**config.mk**
```make
export PLATFORM = sky130hd
export DESIGN_NAME = vga_fill_controller
export DESIGN_NICKNAME = d
export VERILOG_FILES = /design/src/rtl/vga_fill_controller.sv
export SDC_FILE = /design/constraint.sdc
export NUM_CORES = 1
export LEC_CHECK = 0
export CAP_MARGIN = 0
export CORE_ASPECT_RATIO = 1.4
export CORE_MARGIN = 5
export CORE_UTILIZATION = 34
export DETAILED_ROUTE_END_ITERATION = 6
export DONT_BUFFER_PORTS = 1
export PLACE_DENSITY = 0.51
export RECOVER_POWER = 100
export REMOVE_ABC_BUFFERS = 1
export SKIP_LAST_GASP = 1
export SLEW_MARGIN = 20
export SYNTH_ARGS = -nofsm -noshare
export SYNTH_HDL_FRONTEND = slang
export SYNTH_SLANG_ARGS = --single-unit
```
**constraint.sdc**
```tcl
create_clock -name clk_i -period 6 [get_ports clk_i]
set_input_delay 0.6 -clock clk_i [delete_from_list [all_inputs] [get_ports clk_i]]
set_output_delay 0.6 -clock clk_i [all_outputs]
set_load 0.02 [all_outputs]
```
**src/rtl/vga_fill_controller.sv**
```systemverilog
// Rectangular solid-colour fill engine for the VGA line buffer, sharing the
// buffer write port with the CPU register path (CPU always has priority).
module vga_fill_controller #(
  parameter  int unsigned BUFFER_SIZE = 2**16,
  localparam int unsigned AW          = $clog2(BUFFER_SIZE),
  localparam int unsigned DW          = 10,
  localparam int unsigned PW          = 12
) (
  input  logic          clk_i,
  input  logic          rst_i,
  input  logic          cfg_start_i,
  input  logic          cfg_abort_i,
  input  logic [AW-1:0] cfg_base_i,
  input  logic [DW-1:0] cfg_width_i,
  input  logic [DW-1:0] cfg_height_i,
  input  logic [DW-1:0] cfg_stride_i,
  input  logic [PW-1:0] cfg_pixel_i,
  input  logic          cpu_write_i,
  input  logic [AW-1:0] cpu_address_i,
  input  logic [PW-1:0] cpu_pixel_i,
  output logic          cpu_ready_o,
  input  logic          buf_ready_i,
  output logic          buf_write_o,
  output logic [AW-1:0] buf_address_o,
  output logic [PW-1:0] buf_pixel_o,
  output logic          busy_o,
  output logic          done_o,
  output logic          start_error_o
);

  typedef logic [PW-1:0] pixel_t;
  typedef enum logic [1:0] {IDLE = 2'd0, FILL = 2'd1, DONE = 2'd2} state_e;

  state_e        state_q, state_d;
  logic [AW-1:0] row_base_q;
  logic [DW-1:0] x_q, y_q;
  logic [DW-1:0] width_q, height_q, stride_q;
  pixel_t        colour_q;
  logic          start_error_q;
  logic          fill_fire;
  logic          last_pixel;
  logic          zero_size;

  assign last_pixel  = (x_q == width_q - DW'(1)) && (y_q == height_q - DW'(1));
  assign zero_size   = (cfg_width_i == '0) || (cfg_height_i == '0);
  assign cpu_ready_o = buf_ready_i;

  // State register
  always_ff @(posedge clk_i) begin
    if (rst_i) state_q <= IDLE;
    else       state_q <= state_d;
  end

  // Next-state logic; abort beats both completion and a colliding start
  always_comb begin
    state_d = state_q;
    case (state_q)
      IDLE: if (cfg_start_i) state_d = zero_size ? DONE : FILL;
      FILL: begin
        if (cfg_abort_i)                  state_d = IDLE;
        else if (fill_fire && last_pixel) state_d = DONE;
      end
      DONE:    state_d = IDLE;
      default: state_d = IDLE;
    endcase
  end

  // Write-port arbitration and status decode
  always_comb begin
    buf_write_o   = 1'b0;
    buf_address_o = cpu_address_i;
    buf_pixel_o   = cpu_pixel_i;
    fill_fire     = 1'b0;
    busy_o        = (state_q == FILL);
    done_o        = (state_q == DONE);
    if (buf_ready_i) begin
      if (cpu_write_i) begin
        buf_write_o = 1'b1;
      end else if (state_q == FILL && !cfg_abort_i) begin
        buf_write_o   = 1'b1;
        buf_address_o = row_base_q + AW'(x_q);
        buf_pixel_o   = colour_q;
        fill_fire     = 1'b1;
      end
    end
  end

  // Fill configuration and raster position
  always_ff @(posedge clk_i) begin
    if (rst_i) begin
      row_base_q <= '0;
      x_q        <= '0;
      y_q        <= '0;
      width_q    <= '0;
      height_q   <= '0;
      stride_q   <= '0;
      colour_q   <= '0;
    end else if (state_q == IDLE && cfg_start_i) begin
      row_base_q <= cfg_base_i;
      x_q        <= '0;
      y_q        <= '0;
      width_q    <= cfg_width_i;
      height_q   <= cfg_height_i;
      stride_q   <= cfg_stride_i;
      colour_q   <= cfg_pixel_i;
    end else if (fill_fire) begin
      if (x_q == width_q - DW'(1)) begin
        x_q        <= '0;
        y_q        <= y_q + DW'(1);
        row_base_q <= row_base_q + AW'(stride_q);
      end else begin
        x_q <= x_q + DW'(1);
      end
    end
  end

  // A start outside IDLE is dropped and flagged one cycle later
  always_ff @(posedge clk_i) begin
    if (rst_i) start_error_q <= 1'b0;
    else       start_error_q <= cfg_start_i && (state_q != IDLE);
  end

  assign start_error_o = start_error_q;

endmodule

```
After elaboration in Yosys (flattened, before gate mapping)
Cells that the tools add are included.
- add/subtract/negate cells: 6
- equal/unequal tests: 6
- mux-type cells: 20
- reductions and logical operators: 17
- operator list (operator ; number):
    $mux 16 ; 6
    $mux 12 ; 3
    $add 16x10->16 ; 2
    $add 10x1->10 const B ; 2
    $eq 10x10->1 ; 2
    $logic_not 10->1 ; 2
    $sub 10x1->10 const B ; 2
    $mux 10 ; 1
    $mux 2 ; 4
    $reduce_and 2->1 ; 3
    $reduce_bool 2->1 ; 3
    $logic_and 1x1->1 ; 5
    $mux 1 ; 5
    $pmux 2 s2 ; 1
    $ne 3x2->1 const B ; 1
    $eq 2x1->1 const B ; 1
    $eq 2x2->1 const B ; 1
    $logic_not 2->1 ; 1
    $ne 2x2->1 const B ; 1
    $reduce_or 2->1 ; 1
    $logic_not 1->1 ; 1
    $logic_or 1x1->1 ; 1
- bits in registers: 81
- input bits: 92
- output and inout port bits: 33
- logic and storage cells: 58

Logic depth before layout (Yosys ltp)
Gate-level depths: netlist of run 1.
- depth in word-level cells: 9
- depth in mapped cells: 11
- depth with buffers taken out: 10

Worst setup path after synthesis of run 1
No wires, ideal clock.
- path kind: register to register
- start point: reg width_q[0]
- end point: reg y_q[9]
- library setup time: 70 ps
- data arrival time: 3138 ps
- data required time: 5930 ps
- slack: 2791 ps
- stages on the path, launching flop included: 11
- buffers on the path: 1
- clock period less this slack: 3209 ps
- path through: dfxtp_1 -> clkbuf_1 -> inv_1 -> ha_1 -> or3b_1 -> a2111oi_1 -> o32ai_1 -> a2111oi_4 -> nand2_2 -> or4_1 -> a21oi_1
- longest elaborated chain between the ends: 3
- ends and longest elaborated chain (what ; RTL line ; source):
    start, declared ; 37 ; logic [DW-1:0] width_q, height_q, stride_q;
    start signal, assigned ; 102 ; width_q <= cfg_width_i;
    $sub 10x1->10 ; 107 ; if (x_q == width_q - DW'(1)) begin
    $eq 10x10->1 ; 107 ;
    $reduce_and 2->1 (no line) ; -- ;
    end signal, assigned ; 109 ; y_q <= y_q + DW'(1);
    end, declared ; 36 ; logic [DW-1:0] x_q, y_q;
No other way between the ends.
A chain may end at the register's enable or synchronous reset.

Worst setup path in the final report of run 1
- start point: reg state_q[0]
- end point: reg row_base_q[9]
- longest elaborated chain between the ends: 7
- elaborated cells on any way between the ends: 11
- classes of those cells: eq/ne (1); mux (4); reduce/logical (6)
- ends and longest elaborated chain (what ; RTL line ; source):
    start, declared ; 34 ; state_e state_q, state_d;
    start signal, assigned ; 51 ; else state_q <= state_d;
    $eq 2x1->1 ; 79 ; end else if (state_q == FILL && !cfg_abort_i) begin
    $logic_and 1x1->1 ; 79 ;
    $mux 1 ; 79 ;
    $mux 1 ; 77 ; if (cpu_write_i) begin
    $mux 1 ; 76 ; if (buf_ready_i) begin
    $reduce_bool 2->1 (no line) ; -- ;
    $reduce_and 2->1 (no line) ; -- ;
    end signal, assigned ; 99 ; row_base_q <= cfg_base_i;
    end signal, assigned ; 110 ; row_base_q <= row_base_q + AW'(stride_q);
    end, declared ; 35 ; logic [AW-1:0] row_base_q;
Several ways; a longest one is shown, not always the timed one.

==> flow_metrics.py, run 1 <==
metrics = {
    "run_status": {
        "status": "complete, but fails checks",
        "violations": "max-capacitance violations, max-slew violations",
    },
    "route": {
        "routed_wl_um": 14900,
        "first_pass_iters": 4,
        "wl_per_cell_um": 16.4,
        "via_per_inst": 5.38,
        "ant_nets": 0,
        "dr.first_iter.drc_count": 217,
        "vias": 4897,
        "drc_errors": 0,
    },
    "min_path": {
        "hold_depth": 1,
        "hold_path_end": "width_q[8]",
        "hp-class": "in -> reg",
        "min-delay-start": "rst_i",
    },
    "synthesis": {
        "synth_cells": 733,
        "yosys.area_share.adder": 0.0639,
        "synth_compound_area_frac": 0.178,
        "synth_edf_count": 0,
        "async_flop_share": 0,
        "synth_xor_area_frac": 0.0921,
        "synth_top_flop_cell": "dfxtp_1",
        "synthMuxAreaShare": 0.0155,
        "yosys_warnings": 0,
        "syn-cell-area_sq_um": 5320,
        "synth_top_cell_area_share": 0.305,
        "yosys-top-cells-count": "nand2_1 (186), dfxtp_1 (81), a21oi_1 (63), nor2_1 (44), o21ai_0 (37)",
        "seq_area_frac_synth": 0.305,
        "yosys.area.top_type": "dfxtp_1",
        "synth_top_family_by_area": "simple AND/OR/NAND/NOR gates",
        "synth_area_per_cell_sq_um": 7.26,
        "synth-simple-area-share": 0.299,
        "synth_most_common_cell": "nand2_1",
        "synthTopCellsByArea": "dfxtp_1 (30%), nand2_1 (13%), a21oi_1 (5.9%), ha_1 (5.6%), xnor2_1 (5.1%)",
        "synth_cell_types": 61,
        "ys_ff_latch": 81,
    },
    "grt": {
        "grt_overflow": 0,
        "antenna_found_initial": 0,
        "grt_max_degree": 68,
        "grt_pass1_vias": 4795,
        "grt_pass1_wl_um": 23500,
        "grtUsageTotal": 0.161,
    },
    "worst_setup_path": {
        "crit_required_ns": 6.24,
        "r2r_cells": 5,
        "crit-reg2reg-launch": "state_q[0]",
        "reg2reg_setup_slack_ns": 1.66,
        "cp-end-kind": "flip-flop",
        "cp_max_fo": 67,
        "crit_start": "state_q[0]",
        "timing_worst_setup_path_type": "reg -> reg",
        "startpoint_type": "flip-flop",
        "r2r_end": "row_base_q[9]",
        "arrival_ns": 4.58,
    },
    "cells_and_area": {
        "final_core_util": 0.370,
        "multi_input_area_sq_um": 3460,
        "seqCellArea_sq_um": 1620,
        "area_delta_synth_final_pct": 7.57,
        "nFillCells": 1643,
        "final_nets": 827,
        "drive_above_1_share": 0.0392,
        "antenna_cells": 0,
    },
    "power_and_ir_drop": {
        "power_frac_seq": 0.435,
        "internal_power_mw": 0.976,
        "switching_power_mw": 0.385,
        "ir_worst_vdd_mv": 0.122,
        "p_leak_nw": 2.21,
        "combPwrFrac": 0.154,
        "power.density_nw_per_um2": 238,
        "power_frac_clock": 0.410,
        "switching_share": 0.283,
    },
    "cts": {
        "numCtsBuffers": 9,
        "cts_tree": "yes",
        "cts.hold.buffers_added": 0,
        "numClockSinks": 81,
        "clk_path_buf_depth": 2,
        "clk_latency_ns": 0.34,
        "clk_root_buffer_cell": "clkbuf_16",
        "clk_pin_slew_ns": 0.06,
        "cts_resized": 0,
        "post_cts_buffers": 0,
        "htreeDepth": 3,
    },
    "sta": {
        "rsz0062_at_grt": "no",
        "maxSlewHeadroom": -0.866,
        "hold_viol_final": 0,
        "fmax_mhz": 230,
        "tns_ns": 0,
        "fin_crit_sh": 0.723,
        "finalSetupViolCount": 0,
        "finalCriticalPeriod_ns": 4.34,
        "drv_slew": 111,
        "finClkSkew_ns": 0.00509,
        "hold_ws_ns": 0.330,
        "worst_slew_pin_slew_ns": 2.80,
    },
    "die": {
        "die_x_um": 116,
        "start_util": 0.344,
        "core_sq_um": 15500,
        "die_h_um": 158,
        "rows": 54,
        "ios": 125,
        "die_area_sq_um": 18300,
    },
    "placed_design": {
        "hpwlAfterDp_um": 11300,
        "port_buffers": 0,
        "gp_congestion": 0.850,
    },
    "job": {
        "maxCapViolCount": 2,
    },
}
flip-flops by register name, indices dropped and copies added (netlist names):
name / count
stride_q: 10
width_q: 10
state_q: 2
y_q: 10
colour_q: 12
height_q: 10
x_q: 10
start_error_o: 1
row_base_q: 16
worst max-delay path by stage:
stage	slack (ns)	endpoint
6_report	1.66	row_base_q[9]
5_1_grt	1.18	row_base_q[9]
4_1_cts	2.16	buf_address_o[10]
3_5_place_dp	2.42	y_q[9]
3_3_place_gp	2.55	y_q[9]
2_1_floorplan	2.88	buf_address_o[13]
cells by family (layout without fill, tap and decap cells):
logic type,count (synthesis),after routing
xor gates and xnor gates,56,56
DFF,81,81
muxes,8,8
and+or+nand+nor,347,347
buffers and inverters,59,40
adders and majority gates,26,26
AOI/OAI and AO/OA,156,156
critical path, stage by stage, from the launching register on:
cell and delay [ns]:
dfxtp_1 0.38, nand2b_1 0.22, or2_2 0.14, clkbuf_1 1.96, nand2_1 1.01, o31ai_1 0.47
placed cells by master, fill, tap and decap left out, types with 8 or more instances in the layout:
| cell type | synthesis | layout |
|---|---|---|
| nand2_1 | 186 | 186 |
| nand4_1 | 10 | 10 |
| nor4_1 | 12 | 12 |
| nor2_1 | 44 | 42 |
| nor2b_1 | 8 | 8 |
| xnor2_1 | 31 | 31 |
| clkbuf_16 | 0 | 9 |
| ha_1 | 24 | 24 |
| dfxtp_1 | 81 | 81 |
| a31oi_1 | 12 | 12 |
| a21oi_1 | 63 | 63 |
| nor3_1 | 13 | 13 |
| and3_1 | 9 | 9 |
| nand3_1 | 19 | 19 |
| xor2_1 | 25 | 25 |
| o21ai_0 | 37 | 37 |
| nand2b_1 | 9 | 9 |
| or3_1 | 9 | 9 |
| inv_1 | 21 | 21 |
area by class of cell:
class	instances	area share
multi-input combinational	593	0.605
inverter	21	0.0138
timing repair buffer	3	0.00328
clock inverter	5	0.00962
sequential	81	0.283
tap	196	0.0428
clock buffer	11	0.0424
stage by stage:
stage | power [mW] | area (sq um) | worst slack [ns] | cells
global route | 1.43 | 5730 | 1.18 | 910
global placement | 0.811 | 5430 | 2.55 | 894
CTS | 1.38 | 5730 | 2.16 | 910
finish | 1.36 | 5730 | 1.66 | 910
floorplan | 0.765 | 5150 | 2.88 | 695
detailed placement | 0.816 | 5430 | 2.42 | 894
per-layer routing:
| layer | track usage | part of all wire | routed length [um] |
|---|---|---|---|
| met4 | 0.0520 | 0.017 | 258 |
| met3 | 0.0356 | 0.052 | 771 |
| met2 | 0.293 | 0.51 | 7660 |
| met1 | 0.186 | 0.42 | 6210 |
| met5 | 0 | 0 | 0 |
power groups by stage:
stage / Combinational (mW) / Sequential (mW) / Clock (mW)
floorplan: 0.170 / 0.596 / 0
global placement: 0.207 / 0.604 / 0
detailed placement: 0.211 / 0.605 / 0
CTS: 0.212 / 0.593 / 0.579
global route: 0.236 / 0.596 / 0.600
finish: 0.210 / 0.593 / 0.559
Power figures use the tool's default switching activity.
==> run 2: changes to the inputs <==
--- a/config.mk
+++ b/config.mk
@@ -11,7 +11,7 @@
 export CORE_UTILIZATION = 34
 export DETAILED_ROUTE_END_ITERATION = 6
 export DONT_BUFFER_PORTS = 1
-export PLACE_DENSITY = 0.51
+export PLACE_DENSITY = 0.53
 export RECOVER_POWER = 100
 export REMOVE_ABC_BUFFERS = 1
 export SKIP_LAST_GASP = 1
==> constraint.sdc (replaced) <==
create_clock -name clk_i -period 3.8 [get_ports clk_i]
set_input_delay 0.38 -clock clk_i [delete_from_list [all_inputs] [get_ports clk_i]]
set_output_delay 0.38 -clock clk_i [all_outputs]
set_load 0.02 [all_outputs]
==> run 2 against run 1 <==
  * The run still ends with max-capacitance violations, max-slew violations left
  * Clock skew grew 0.0044 ns
  * Die area is the same
  * Clock power grew 61%
  * Via count shrank 0.33%
  * Count of clock-buffer cells in the layout shrank 1
==> flow_metrics.py, run 2 (synthesis results as in run 1) <==
metrics = {
    "sta": {
        "finalSetupViolCount": 0,
        "finClkSkew_ns": 0.00953,
        "layout_setup_ws_ns": 0.328,
        "maxSlewHeadroom": -0.533,
        "hold_viol_final": 0,
        "finalCriticalPeriod_ns": 3.47,
        "fin_crit_sh": 0.914,
        "worst_slew_pin_slew_ns": 2.29,
        "rsz0062_at_grt": "no",
        "fmax_mhz": 288,
        "tns_ns": 0,
        "drv_slew": 34,
        "hold_ws_ns": 0.108,
    },
    "cells_and_area": {
        "reg_top3": "row_base_q (16), colour_q (12)",
        "area_delta_synth_final_pct": 7.87,
        "regMostFlops": "row_base_q",
        "mostFrequentLayoutCell": "nand2_1",
        "final_cell_mix": "nand2_1 (187), dfxtp_1 (81), a21oi_1 (63), nor2_1 (44), o21ai_0 (37)",
        "final_nets": 832,
        "largest_register_ffs": 16,
        "drive_above_1_share": 0.0376,
        "antenna_cells": 0,
    },
    "cts": {
        "clk_pin_slew_ns": 0.07,
        "numClockSinks": 81,
        "clk_latency_ns": 0.33,
        "cts_tree": "yes",
        "cts.hold.buffers_added": 0,
        "clk_path_buf_depth": 2,
        "htreeDepth": 3,
        "clk_root_buffer_cell": "clkbuf_16",
        "cts_resized": 0,
        "post_cts_buffers": 0,
        "numCtsBuffers": 9,
    },
    "worst_setup_path": {
        "timing_worst_setup_path_type": "reg -> out",
        "crit_required_ns": 3.42,
        "cp_max_fo": 6,
        "crit-reg2reg-launch": "width_q[0]",
        "cp-end-kind": "output pin",
        "r2r_end": "y_q[7]",
        "r2r_cells": 10,
        "arrival_ns": 3.09,
        "startpoint_type": "flip-flop",
        "reg2reg_setup_slack_ns": 0.35,
    },
    "route": {
        "wl_met2_um": 7770,
        "via_per_inst": 5.33,
        "wl_per_cell_um": 16.4,
        "first_pass_iters": 4,
        "drc_errors": 0,
        "wl_met1_um": 6220,
        "ant_nets": 0,
        "wl_met3_um": 610,
        "dr.first_iter.drc_count": 175,
        "routed_wl_um": 15000,
        "highest-signal-layer": "met4",
        "vias": 4881,
    },
    "grt": {
        "grt_max_degree": 52,
        "grt_pass1_vias": 4908,
        "grt_pass1_wl_um": 23900,
        "grtUsageTotal": 0.163,
        "grt_overflow": 0,
        "antenna_found_initial": 0,
    },
    "run_status": {
        "status": "complete, but fails checks",
        "violations": "max-capacitance violations, max-slew violations",
    },
    "power_and_ir_drop": {
        "power.density_nw_per_um2": 377,
        "ir_worst_vdd_mv": 0.263,
        "p_leak_nw": 2.22,
    },
    "die": {
        "start_util": 0.344,
        "die_h_um": 158,
        "die_x_um": 116,
        "ios": 125,
        "die_area_sq_um": 18300,
        "core_sq_um": 15500,
        "rows": 54,
    },
    "min_path": {
        "min-delay-start": "rst_i",
        "hold_depth": 1,
        "hp-class": "in -> reg",
        "hold_path_end": "stride_q[8]",
    },
    "placed_design": {
        "hpwlAfterDp_um": 11500,
        "gp_congestion": 0.872,
        "dpl_worst_slack_ns": 0.509,
        "port_buffers": 0,
    },
    "job": {
        "maxCapViolCount": 1,
    },
}
[run 2: cell count changes in the layout (fill, tap and decap cells not counted), sizes merged]
cell	delta
clkbuf	+4
clkinv	+1
[run 2: worst max-delay path by stage]
stage / startpoint / end / slack, ns / cells past startpoint
detailed placement: width_q[0] / y_q[7] / 0.51 / 10
global placement: width_q[0] / y_q[9] / 0.61 / 10
global route: width_q[0] / y_q[7] / 0.06 / 10
CTS: x_q[0] / buf_address_o[12] / 0.32 / 10
floorplan: width_q[0] / y_q[7] / 0.70 / 9
finish: x_q[0] / buf_address_o[12] / 0.33 / 10
[run 2: worst max-delay path, stage by stage, from the launching register on]
cell and delay (ns):
dfxtp_1 0.49, ha_1 0.27, inv_1 0.07, fa_1 0.40
nor2b_1 0.13, o21ai_0 0.12, a21oi_1 0.21, o31ai_1 0.18
o211ai_1 0.34, nor3b_1 0.26, o31a_1 0.30
[run 2: per-stage QoR]
step                      instances   util  power, mW  instance area (sq um)
final                           915  0.371       2.17                   5740
after global routing            915  0.371       2.26                   5740
after CTS                       915  0.373       2.19                   5780
after detailed placement        899  0.354       1.29                   5470
after global placement          899  0.354       1.28                   5470
after floorplan                 695      -       1.21                   5150
[run 2: area by class of cell]
class                   instances  area (sq um)
fillers                      1654          9730
multi-input cells             593          3450
flip-flops and latches         81          1620
well taps                     196           245
clock buffers                  10           239
inverters                      21          78.8
clock inverters                 6          67.6
repair buffers                  8          38.8
[run 2: metal layers]
metal  global-route usage  up-vias
met2                0.305      102
met4               0.0569        0
li1                     -     2491
met5                    0        -
met1                0.183     2264
met3               0.0283       24
[run 2: report_power, final]
group	switching (mW)	total, mW	internal, mW
registers	0.0460	0.937	0.891
logic	0.204	0.330	0.126
clock network	0.370	0.899	0.528
